`config.mk`:
```
export PLATFORM = sky130hd
export DESIGN_NAME = ifu_prefetch_queue_flat
export DESIGN_NICKNAME = d
export VERILOG_FILES = /design/src/rtl/ifu_prefetch_queue_if.sv /design/src/rtl/ifu_prefetch_queue.sv /design/src/flat_wrapper.sv
export SDC_FILE = /design/constraint.sdc
export NUM_CORES = 1
export LEC_CHECK = 0
export CORE_ASPECT_RATIO = 1.4
export CORE_MARGIN = 2
export CORE_UTILIZATION = 25
export DETAILED_ROUTE_END_ITERATION = 10
export PLACE_DENSITY_LB_ADDON = 0.25
export SYNTH_ARGS = -nofsm -noshare
export SYNTH_HDL_FRONTEND = slang
export SYNTH_SLANG_ARGS = --single-unit
```
`constraint.sdc`:
```
create_clock -name clk -period 9.4 [get_ports clk]
set_input_delay 1.88 -clock clk [delete_from_list [all_inputs] [get_ports clk]]
set_output_delay 1.88 -clock clk [all_outputs]
set_load 0.02 [all_outputs]
```
`src/rtl/ifu_prefetch_queue_if.sv`:
```
// Bundles the fetch control, the IDU handshake and the AXI4 read channels of
// the instruction prefetch queue. The master modport is the fetch unit's view.
interface ifu_prefetch_queue_if;
  // Fetch control
  logic        fetch_en;
  logic        redirect_valid;
  logic [31:0] redirect_pc;
  // IDU handshake
  logic        out_valid;
  logic        out_ready;
  logic [31:0] out_inst;
  logic [31:0] out_pc;
  logic        out_fault;
  // AXI4 read address channel
  logic        arvalid;
  logic        arready;
  logic [31:0] araddr;
  logic [7:0]  arlen;
  logic [2:0]  arsize;
  logic [1:0]  arburst;
  // AXI4 read data channel
  logic        rvalid;
  logic        rready;
  logic [31:0] rdata;
  logic [1:0]  rresp;
  logic        rlast;

  modport master (
    input  fetch_en, redirect_valid, redirect_pc, out_ready,
           arready, rvalid, rdata, rresp, rlast,
    output out_valid, out_inst, out_pc, out_fault,
           arvalid, araddr, arlen, arsize, arburst, rready
  );

  modport slave (
    output fetch_en, redirect_valid, redirect_pc, out_ready,
           arready, rvalid, rdata, rresp, rlast,
    input  out_valid, out_inst, out_pc, out_fault,
           arvalid, araddr, arlen, arsize, arburst, rready
  );
endinterface

```
`src/rtl/ifu_prefetch_queue.sv`:
```
// Instruction prefetch queue: fetches aligned blocks of sequential words over
// AXI4 (one INCR burst or BURST_LEN single-beat reads per block) into a small
// FIFO and presents {inst, pc, fault} to the decoder with valid/ready.
module ifu_prefetch_queue #(
  parameter logic [31:0] RESET_PC  = 32'h3000_0000,
  parameter int          DEPTH     = 4,
  parameter int          BURST_LEN = 4,
  parameter bit          BURST_EN  = 1'b1
) (
  input logic                  clk,
  input logic                  rst,
  ifu_prefetch_queue_if.master bus
);

  localparam int BLK_BYTES = 4 * BURST_LEN;
  localparam int BEAT_W    = (BURST_LEN > 1) ? $clog2(BURST_LEN) : 1;
  localparam int PTR_W     = (DEPTH > 1) ? $clog2(DEPTH) : 1;
  localparam int CNT_W     = $clog2(DEPTH + 1);

  localparam logic [31:0]       BLK_MASK  = ~(32'(BLK_BYTES) - 32'd1);
  localparam logic [CNT_W-1:0]  ISSUE_MAX = CNT_W'(DEPTH - BURST_LEN);
  localparam logic [BEAT_W-1:0] LAST_BEAT = BEAT_W'(BURST_LEN - 1);
  localparam logic [PTR_W-1:0]  LAST_PTR  = PTR_W'(DEPTH - 1);

  typedef enum logic [1:0] {S_IDLE, S_AR, S_R, S_DRAIN} state_t;

  state_t            state_q, state_d;
  logic [31:0]       fetch_pc_q;
  logic [31:0]       base_q;
  logic [BEAT_W-1:0] off_q;
  logic [BEAT_W-1:0] beat_q;
  logic              halted_q;
  logic              redir_seen_q;
  logic [PTR_W-1:0]  rd_ptr_q, wr_ptr_q;
  logic [CNT_W-1:0]  count_q;

  logic [31:0] inst_mem  [DEPTH];
  logic [31:0] pc_mem    [DEPTH];
  logic        fault_mem [DEPTH];

  logic              issue, push, pop, beat_adv, arvalid;
  logic [31:0]       fetch_base, beat_addr;
  logic [BEAT_W-1:0] fetch_off;
  logic              xfer_done, block_end;
  logic              unused_pc_lo;

  assign fetch_base = fetch_pc_q & BLK_MASK;
  assign fetch_off  = (BURST_LEN == 1) ? '0 : fetch_pc_q[BEAT_W+1:2];
  assign beat_addr  = base_q + {{(30-BEAT_W){1'b0}}, beat_q, 2'b00};
  // xfer_done: the outstanding AR is fully answered; block_end: the whole block is.
  assign xfer_done  = bus.rvalid & (BURST_EN ? bus.rlast : 1'b1);
  assign block_end  = bus.rvalid & (BURST_EN ? bus.rlast : (beat_q == LAST_BEAT));
  assign pop        = bus.out_valid & bus.out_ready;
  assign unused_pc_lo = ^bus.redirect_pc[1:0];

  // Fetch sequencing: next state, AR request and FIFO push decision.
  always_comb begin
    // NOTE: every output of this block gets a default first so no path leaves it unassigned (no latch).
    state_d  = state_q;
    issue    = 1'b0;
    push     = 1'b0;
    beat_adv = 1'b0;
    arvalid  = 1'b0;
    unique case (state_q)
      S_IDLE: begin
        if (bus.fetch_en && !halted_q && !bus.redirect_valid && (count_q <= ISSUE_MAX)) begin
          issue   = 1'b1;
          state_d = S_AR;
        end
      end
      S_AR: begin
        arvalid = 1'b1;
        if (bus.arready)
          state_d = (redir_seen_q || bus.redirect_valid) ? S_DRAIN : S_R;
      end
      S_R: begin
        if (bus.redirect_valid) begin
          // The beat of this cycle is dropped; drain only if more beats are owed.
          state_d = xfer_done ? S_IDLE : S_DRAIN;
        end else if (bus.rvalid) begin
          push     = (beat_q >= off_q);
          beat_adv = 1'b1;
          if (block_end)     state_d = S_IDLE;
          else if (!BURST_EN) state_d = S_AR;
        end
      end
      S_DRAIN: begin
        if (xfer_done) state_d = S_IDLE;
      end
      default: state_d = S_IDLE;
    endcase
  end

  // FSM state register.
  always_ff @(posedge clk or posedge rst) begin
    // NOTE: sequential state uses non-blocking assignments so all registers sample pre-edge values.
    if (rst) state_q <= S_IDLE;
    else     state_q <= state_d;
  end

  // Fetch address, block bookkeeping, halt flag and FIFO pointers.
  always_ff @(posedge clk or posedge rst) begin
    if (rst) begin
      fetch_pc_q   <= RESET_PC;
      base_q       <= '0;
      off_q        <= '0;
      beat_q       <= '0;
      halted_q     <= 1'b0;
      redir_seen_q <= 1'b0;
      rd_ptr_q     <= '0;
      wr_ptr_q     <= '0;
      count_q      <= '0;
    end else begin
      if (bus.redirect_valid)  fetch_pc_q <= {bus.redirect_pc[31:2], 2'b00};
      else if (issue)          fetch_pc_q <= fetch_base + 32'(BLK_BYTES);

      if (issue) begin
        base_q <= fetch_base;
        off_q  <= fetch_off;
        beat_q <= '0;
      end else if (beat_adv) begin
        beat_q <= beat_q + 1'b1;
      end

      if (bus.redirect_valid)              halted_q <= 1'b0;
      else if (push && bus.rresp != 2'b00) halted_q <= 1'b1;

      // Remember a redirect seen while the AR is still waiting for arready.
      redir_seen_q <= (state_q == S_AR) && (state_d == S_AR) &&
                      (redir_seen_q || bus.redirect_valid);

      if (bus.redirect_valid) begin
        rd_ptr_q <= '0;
        wr_ptr_q <= '0;
        count_q  <= '0;
      end else begin
        if (push) wr_ptr_q <= (wr_ptr_q == LAST_PTR) ? '0 : wr_ptr_q + 1'b1;
        if (pop)  rd_ptr_q <= (rd_ptr_q == LAST_PTR) ? '0 : rd_ptr_q + 1'b1;
        count_q <= count_q + CNT_W'(push) - CNT_W'(pop);
      end
    end
  end

  // FIFO storage write.
  always_ff @(posedge clk) begin
    // NOTE: storage is not reset; count_q alone decides which entries are meaningful.
    if (push) begin
      inst_mem[wr_ptr_q]  <= bus.rdata;
      pc_mem[wr_ptr_q]    <= beat_addr;
      fault_mem[wr_ptr_q] <= (bus.rresp != 2'b00);
    end
  end

  assign bus.out_valid = (count_q != '0);
  assign bus.out_inst  = inst_mem[rd_ptr_q];
  assign bus.out_pc    = pc_mem[rd_ptr_q];
  assign bus.out_fault = fault_mem[rd_ptr_q];

  assign bus.arvalid = arvalid;
  assign bus.araddr  = BURST_EN ? base_q : beat_addr;
  assign bus.arlen   = BURST_EN ? 8'(BURST_LEN - 1) : 8'd0;
  assign bus.arsize  = 3'b010;
  assign bus.arburst = BURST_EN ? 2'b01 : 2'b00;
  assign bus.rready  = 1'b1;

endmodule
```
`src/flat_wrapper.sv`:
```
// flat-port wrapper written by rule: the top's interface ports become plain ports
module ifu_prefetch_queue_flat 
#(
  parameter logic [31:0] RESET_PC  = 32'h3000_0000,
  parameter int          DEPTH     = 4,
  parameter int          BURST_LEN = 4,
  parameter bit          BURST_EN  = 1'b1
)
  (clk, rst, bus_fetch_en, bus_redirect_valid, bus_redirect_pc, bus_out_ready, bus_arready, bus_rvalid, bus_rdata, bus_rresp, bus_rlast, bus_out_valid, bus_out_inst, bus_out_pc, bus_out_fault, bus_arvalid, bus_araddr, bus_arlen, bus_arsize, bus_arburst, bus_rready);
  ifu_prefetch_queue_if bus_i ();
  input logic clk;
  input logic rst;
  input wire logic [$bits(bus_i.fetch_en)-1:0] bus_fetch_en;
  input wire logic [$bits(bus_i.redirect_valid)-1:0] bus_redirect_valid;
  input wire logic [$bits(bus_i.redirect_pc)-1:0] bus_redirect_pc;
  input wire logic [$bits(bus_i.out_ready)-1:0] bus_out_ready;
  input wire logic [$bits(bus_i.arready)-1:0] bus_arready;
  input wire logic [$bits(bus_i.rvalid)-1:0] bus_rvalid;
  input wire logic [$bits(bus_i.rdata)-1:0] bus_rdata;
  input wire logic [$bits(bus_i.rresp)-1:0] bus_rresp;
  input wire logic [$bits(bus_i.rlast)-1:0] bus_rlast;
  output wire logic [$bits(bus_i.out_valid)-1:0] bus_out_valid;
  output wire logic [$bits(bus_i.out_inst)-1:0] bus_out_inst;
  output wire logic [$bits(bus_i.out_pc)-1:0] bus_out_pc;
  output wire logic [$bits(bus_i.out_fault)-1:0] bus_out_fault;
  output wire logic [$bits(bus_i.arvalid)-1:0] bus_arvalid;
  output wire logic [$bits(bus_i.araddr)-1:0] bus_araddr;
  output wire logic [$bits(bus_i.arlen)-1:0] bus_arlen;
  output wire logic [$bits(bus_i.arsize)-1:0] bus_arsize;
  output wire logic [$bits(bus_i.arburst)-1:0] bus_arburst;
  output wire logic [$bits(bus_i.rready)-1:0] bus_rready;
  assign bus_i.fetch_en = bus_fetch_en;
  assign bus_i.redirect_valid = bus_redirect_valid;
  assign bus_i.redirect_pc = bus_redirect_pc;
  assign bus_i.out_ready = bus_out_ready;
  assign bus_i.arready = bus_arready;
  assign bus_i.rvalid = bus_rvalid;
  assign bus_i.rdata = bus_rdata;
  assign bus_i.rresp = bus_rresp;
  assign bus_i.rlast = bus_rlast;
  assign bus_out_valid = bus_i.out_valid;
  assign bus_out_inst = bus_i.out_inst;
  assign bus_out_pc = bus_i.out_pc;
  assign bus_out_fault = bus_i.out_fault;
  assign bus_arvalid = bus_i.arvalid;
  assign bus_araddr = bus_i.araddr;
  assign bus_arlen = bus_i.arlen;
  assign bus_arsize = bus_i.arsize;
  assign bus_arburst = bus_i.arburst;
  assign bus_rready = bus_i.rready;
  ifu_prefetch_queue #(.RESET_PC(RESET_PC), .DEPTH(DEPTH), .BURST_LEN(BURST_LEN), .BURST_EN(BURST_EN)) u_core (.clk(clk), .rst(rst), .bus(bus_i));
endmodule
```
### Word level (Yosys, flattened, before mapping)

Memories as Yosys holds them, arrays and structs flattened.
Index checks and enable logic that the tools add are counted.

| storage, ports and cells | value |
|---|---|
| memory bits (writable) | 260 |
| register bits after elaboration | 75 |
| memories | 3 |

| operators by class | value |
|---|---|
| $add $sub $neg | 7 |
| eq/ne operators | 6 |
| $lt $le $gt $ge | 2 |
| bitwise logic cells | 2 |
| reductions and logical operators | 17 |
| muxes and demuxes | 32 |

Memories:

| memory | words | bits a word | read ports | clocked after memory_dff | write ports | line | text |
|---|---|---|---|---|---|---|---|
| u_core.inst_mem | 4 | 32 | 1 | 0 | 1 | ifu_prefetch_queue.sv:37 | `logic [31:0] inst_mem [DEPTH];` |
| u_core.pc_mem | 4 | 32 | 1 | 0 | 1 | ifu_prefetch_queue.sv:38 | `logic [31:0] pc_mem [DEPTH];` |
| u_core.fault_mem | 4 | 1 | 1 | 0 | 1 | ifu_prefetch_queue.sv:39 | `logic fault_mem [DEPTH];` |

Operator list:

| operator | number |
|---|---|
| $mux W32 | 2 |
| $add A32 B4 Y32 | 1 |
| $add A32 B5 Y32 const B | 1 |
| $mux W2 | 14 |
| $mux W1 | 14 |
| $reduce_bool A2 Y1 | 6 |
| $eq A2 B2 Y1 const B | 4 |
| $pmux W2 S4 | 1 |
| $add A2 B1 Y2 const B | 3 |
| $logic_and A1 B1 Y1 | 6 |
| $eq A2 B1 Y1 const B | 2 |
| $add A3 B1 Y3 | 1 |
| $le A3 B1 Y1 const B | 1 |
| $mux W3 | 1 |
| $reduce_bool A3 Y1 | 1 |
| $sub A3 B1 Y3 | 1 |
| $and A1 B1 Y1 | 2 |
| $ge A2 B2 Y1 | 1 |
| $logic_not A1 Y1 | 2 |
| $logic_not A2 Y1 | 1 |
| $logic_or A1 B1 Y1 | 1 |

### Logic depth before layout (Yosys ltp)

| depth | value |
|---|---|
| word-level depth | 9 |
| mapped depth | 11 |

### Least setup slack after synthesis

No wires, ideal clock.

| timing | value |
|---|---|
| path type | input-to-reg |
| start | input bus_redirect_valid |
| end | memory u_core.fault_mem[0], enable pin |
| path buffers | 1 |
| setup time | 428 ps |
| arrival | 4183 ps |
| slack | 4789 ps |
| cell stages on the path | 5 |
| cells stage by stage | clkbuf_1 nor2_1 nand3_1 nor2_1 and2_1 |

| between the ends | value |
|---|---|
| cells in the longest elaborated chain, start to end | 4 |

RTL lines:

| element | line | text |
|---|---|---|
| from (decl) | flat_wrapper.sv:14 | `input wire logic [$bits(bus_i.redirect_valid)-1:0] bus_redirect_valid;` |
| $mux W1 | ifu_prefetch_queue.sv:77 | `if (bus.redirect_valid) begin` |
| $mux W1 | ifu_prefetch_queue.sv:64 | `unique case (state_q)` |
| $mux W1 | ifu_prefetch_queue.sv:147 | `if (push) begin` |
| $mux W1 (implied by the code) | ifu_prefetch_queue.sv:150 | `fault_mem[wr_ptr_q] <= (bus.rresp != 2'b00);` |
| to (decl) | ifu_prefetch_queue.sv:39 |  |

Every way passes these cells.

### Final worst setup path

| timing | value |
|---|---|
| start | register u_core.rd_ptr_q[0] |
| end | output bus_out_inst[1] |

| between the ends | value |
|---|---|
| cells in the longest elaborated chain, start to end | 1 |

RTL lines:

| element | line | text |
|---|---|---|
| from (decl) | ifu_prefetch_queue.sv:34 | `logic [PTR_W-1:0] rd_ptr_q, wr_ptr_q;` |
| from (signal assigned) | ifu_prefetch_queue.sv:138 | `if (pop) rd_ptr_q <= (rd_ptr_q == LAST_PTR) ? '0 : rd_ptr_q + 1'b1;` |
| $mem_v2 Z4 W32 | - |  |
| to (decl) | flat_wrapper.sv:23 | `output wire logic [$bits(bus_i.out_inst)-1:0] bus_out_inst;` |

Every way passes these cells.

==> flow_summary_export.csv <==
group,metric,value,unit
pwr,p_leak,5.525,nW
timing,fin_crit_sh,55.78,%
yosys,syn_area_per_cell,16.60,um2
pwr,power_density,258.6,mW/mm2
final_layout,drive_gt1_share,14.48,%
placed_design,port_buffers,164,
yosys,synth_cell_types,55,
clock_tree,cts_tree,"yes",
final_layout,area_growth,23.61,%
pwr,total_power,4.187,mW
timing,finClkSkew,15.56,ps
placed_design,dpl.hpwl,19190,um
timing,fmax,190.7,MHz
pwr,p_int,2.931,mW
pwr,switching_share,30.01,%
floorplanning,fp-row-count,99,
pwr,switchingPower,1.256,mW
detailed_routing,drcViolationCount,0,
flow_run,cap_violations,0,
floorplanning,die_area,0.05426,mm2
yosys,syn_inst,789,
detailed_routing,antenna_left,0,
clock_tree,cts_buffer_depth,3,
clock_tree,cts_resized,0,
yosys,yosysSeqAreaShare,71.74,%
clock_tree,cts_buffers,35,
floorplanning,dieWidth,197.4,um
final_layout,diodes,0,
detailed_routing,dr.first_iter.drc_count,342,
placed_design,gp_congestion,0.7496,
clock_tree,cts-root-buf,"clkbuf_16",
final_layout,multiInputGateArea,0.003202,mm2
timing,fin_crit,5243,ps
clock_tree,insertion_delay,510,ps
final_layout,fillCellCount,5093,
worst_setup_path,crit_path_start_kind,"flip-flop",
floorplanning,core,0.05190,mm2
yosys,syn-cell-area,0.01310,mm2
pwr,ir_worst_vdd,0.08719,mV
detailed_routing,wl,31190,um
clock_tree,cts.clk_slew.worst_paths,60,ps
yosys,ys.warnings.count,0,
timing,finalSetupViolCount,0,
worst_setup_path,path_class,"reg -> out",
timing,slew_violations,0,
floorplanning,start_util,25.24,%
global_route,overflow,0,
timing,tns,0,ps
worst_setup_path,critPathMaxFanout,34,
detailed_routing,drt_pass1_iterations,4,
clock_tree,htreeDepth,2,
floorplanning,pin_count,187,
worst_hold_path,hp-class,"reg -> reg",
worst_setup_path,r2r_slack,6310,ps
final_layout,regArea,0.009404,mm2
final_layout,finalNetCount,1022,
timing,slew_headroom,30.14,%
detailed_routing,vias,7022,
pwr,combinationalPowerShare,23.9,%
clock_tree,cts_setup_buffers,0,
worst_setup_path,arrival,3360,ps
detailed_routing,wl_per_cell,19.30,um
clock_tree,postCtsHoldBufs,0,
yosys,ys.flop_type,"edfxtp_1",
yosys,synth-edff-count,252,
detailed_routing,via_per_inst,4.345,
clock_tree,clock-sinks,325,
worst_setup_path,crit_required,7520,ps
worst_setup_path,crit_path_end_kind,"output pin",
global_route,grt_first_pass_wirelength,46520,um
yosys,async_flop_share,22.46,%
timing,grt_setup_unrepaired,"no",
global_route,grt_max_degree,74,
global_route,antenna_found_initial,0,
pwr,power_frac_seq,46.5,%
global_route,first_global_vias,7270,
timing,worst_slew_pin_slew,1048,ps
floorplanning,fp.dieH,274.8,um
global_route,grt_use_total,11.48,%
timing,hold_violations,0,
final_layout,finish.utilization,31.19,%
yosys,synth_seq_cells,325,
status,outcome,"finished, final reports clean",
pwr,clockPowerShare,29.6,%
[cells in the mapped netlist, types with 2 or more instances]
| cell | number | area (um2) |
|---|---|---|
| ha_1 | 10 | 125.1 |
| buf_4 | 48 | 360.4 |
| conb_1 | 2 | 7.510 |
| a22oi_1 | 2 | 15.01 |
| o311ai_0 | 3 | 26.28 |
| o21ai_0 | 24 | 120.1 |
| and2_1 | 6 | 37.54 |
| nor2_1 | 20 | 75.07 |
| mux4_2 | 63 | 1419 |
| o211ai_1 | 10 | 75.07 |
| nor4_4 | 3 | 63.81 |
| xnor2_1 | 3 | 26.28 |
| o311ai_1 | 6 | 52.55 |
| nand2_1 | 129 | 484.2 |
| nand3_2 | 2 | 20.02 |
| or3_4 | 2 | 22.52 |
| dfrtp_1 | 71 | 1777 |
| clkbuf_1 | 14 | 52.55 |
| nand3_1 | 21 | 105.1 |
| nor4_1 | 2 | 12.51 |
| a21o_1 | 2 | 15.01 |
| xor2_1 | 2 | 17.52 |
| nor3_1 | 2 | 10.01 |
| buf_6 | 3 | 33.78 |
| nand4_1 | 13 | 81.33 |
| dfstp_2 | 2 | 52.55 |
| and3_1 | 2 | 12.51 |
| nand2b_1 | 2 | 12.51 |
| or4_1 | 2 | 15.01 |
| a21oi_1 | 14 | 70.07 |
| or3_1 | 2 | 12.51 |
| a32oi_1 | 2 | 17.52 |
| edfxtp_1 | 252 | 7567 |
| inv_1 | 14 | 52.55 |
| nor2b_1 | 2 | 12.51 |
| buf_2 | 13 | 65.06 |
[metal layers]
metal	vias up	GRT usage [%]	wire length [um]
li1	3245	-	-
met1	3554	14.41	13090
met2	174	19.69	15630
met3	49	2.280	1584
met4	0	4.036	873
met5	-	0	0
[cells by family (layout without fill, tap and decap cells)]
family,count (synthesis),after routing,synth area share (%)
muxes,64,64,10.92
xor gates and xnor gates,5,5,0.3344
adders and majority gates,11,11,1.108
DFF,325,325,71.74
and+or+nand+nor,218,218,8.034
other,2,20,0.05734
buffers and inverters,95,248,4.404
AOI/OAI and AO/OA,69,69,3.401
[flip-flops by register name (all words and copies together) (netlist names)]
register and count:
u_core.inst_mem 128, u_core.pc_mem 120, u_core.fetch_pc_q 30, u_core.bus.araddr 28
u_core.fault_mem 4, u_core.count_q 3, u_core.beat_q 2, u_core.off_q 2
u_core.rd_ptr_q 2, u_core.state_q 2, u_core.wr_ptr_q 2, u_core.halted_q 1
u_core.redir_seen_q 1
[placed cells by master, fill, tap and decap left out, drive strengths merged, types with 2 or more instances in the layout]
cell	instances
ha	10
nand2	129
clkdlybuf4s50	163
clkbuf	47
xor2	2
edfxtp	252
a21oi	14
nand4	13
nor4	5
or3	4
nor3	4
dfstp	2
inv	15
conb	20
and2	6
nor2b	2
xnor2	3
nor2	21
buf	10
o311ai	9
and3	2
dfrtp	71
or4	3
mux4	63
nand3	23
o211ai	10
clkinv	12
or2	2
nand2b	2
a21o	2
a32oi	2
o21ai	24
a22oi	2
[cell type report]
type                            count  share of cell area (%)
Sequential cell                   325                   58.09
Multi-Input combinational cell    387                   19.78
Timing Repair Buffer              173                   10.53
Clock buffer                       47                   5.750
Tap cell                          656                   5.070
Clock inverter                     13                  0.4328
Inverter                           15                  0.3555
[worst paths after layout]
check	start	endpoint	cells after the start
max	u_core.rd_ptr_q[0]$_DFFE_PP0P_	bus_out_inst[1]	3
min	u_core.off_q[0]$_DFFE_PP0P_	u_core.off_q[0]$_DFFE_PP0P_	2
max reg2reg	u_core.beat_q[0]$_DFFE_PP0P_	u_core.inst_mem[3][1]$_DFFE_PP_	7
min reg2reg	u_core.off_q[0]$_DFFE_PP0P_	u_core.off_q[0]$_DFFE_PP0P_	2
max in group asynchronous	rst	u_core.rd_ptr_q[1]$_DFFE_PP0P_	3
min in group asynchronous	rst	u_core.bus.araddr[7]$_DFFE_PP0P_	3
[critical path: stages, from the launching register on]
cell	delay, ps
dfrtp_4	930
buf_4	690
mux4_2	600
clkdlybuf4s50_1	560
[power groups by stage]
stage / clock (mW) / sequential, mW / combinational, mW
floorplan: 0 / 1.87 / 0.716
finish: 1.24 / 1.95 / 1.00
detailed placement: 0 / 1.99 / 1.03
CTS: 1.29 / 1.96 / 1.03
global placement: 0 / 1.98 / 1.03
global route: 1.36 / 1.99 / 1.09
[per-stage QoR]
step	std cells	setup WS, ps	hold WS (ps)	cell area, um2
global route	1616	3839	512.9	16190
floorplan	807	4789	442.8	13170
detailed placement	1556	4509	464.3	15190
finish	1616	4157	473.5	16190
global placement	1556	4492	460.4	15190
CTS	1616	3963	478.2	16190
Note: power is estimated with default switching activity, not from simulation.
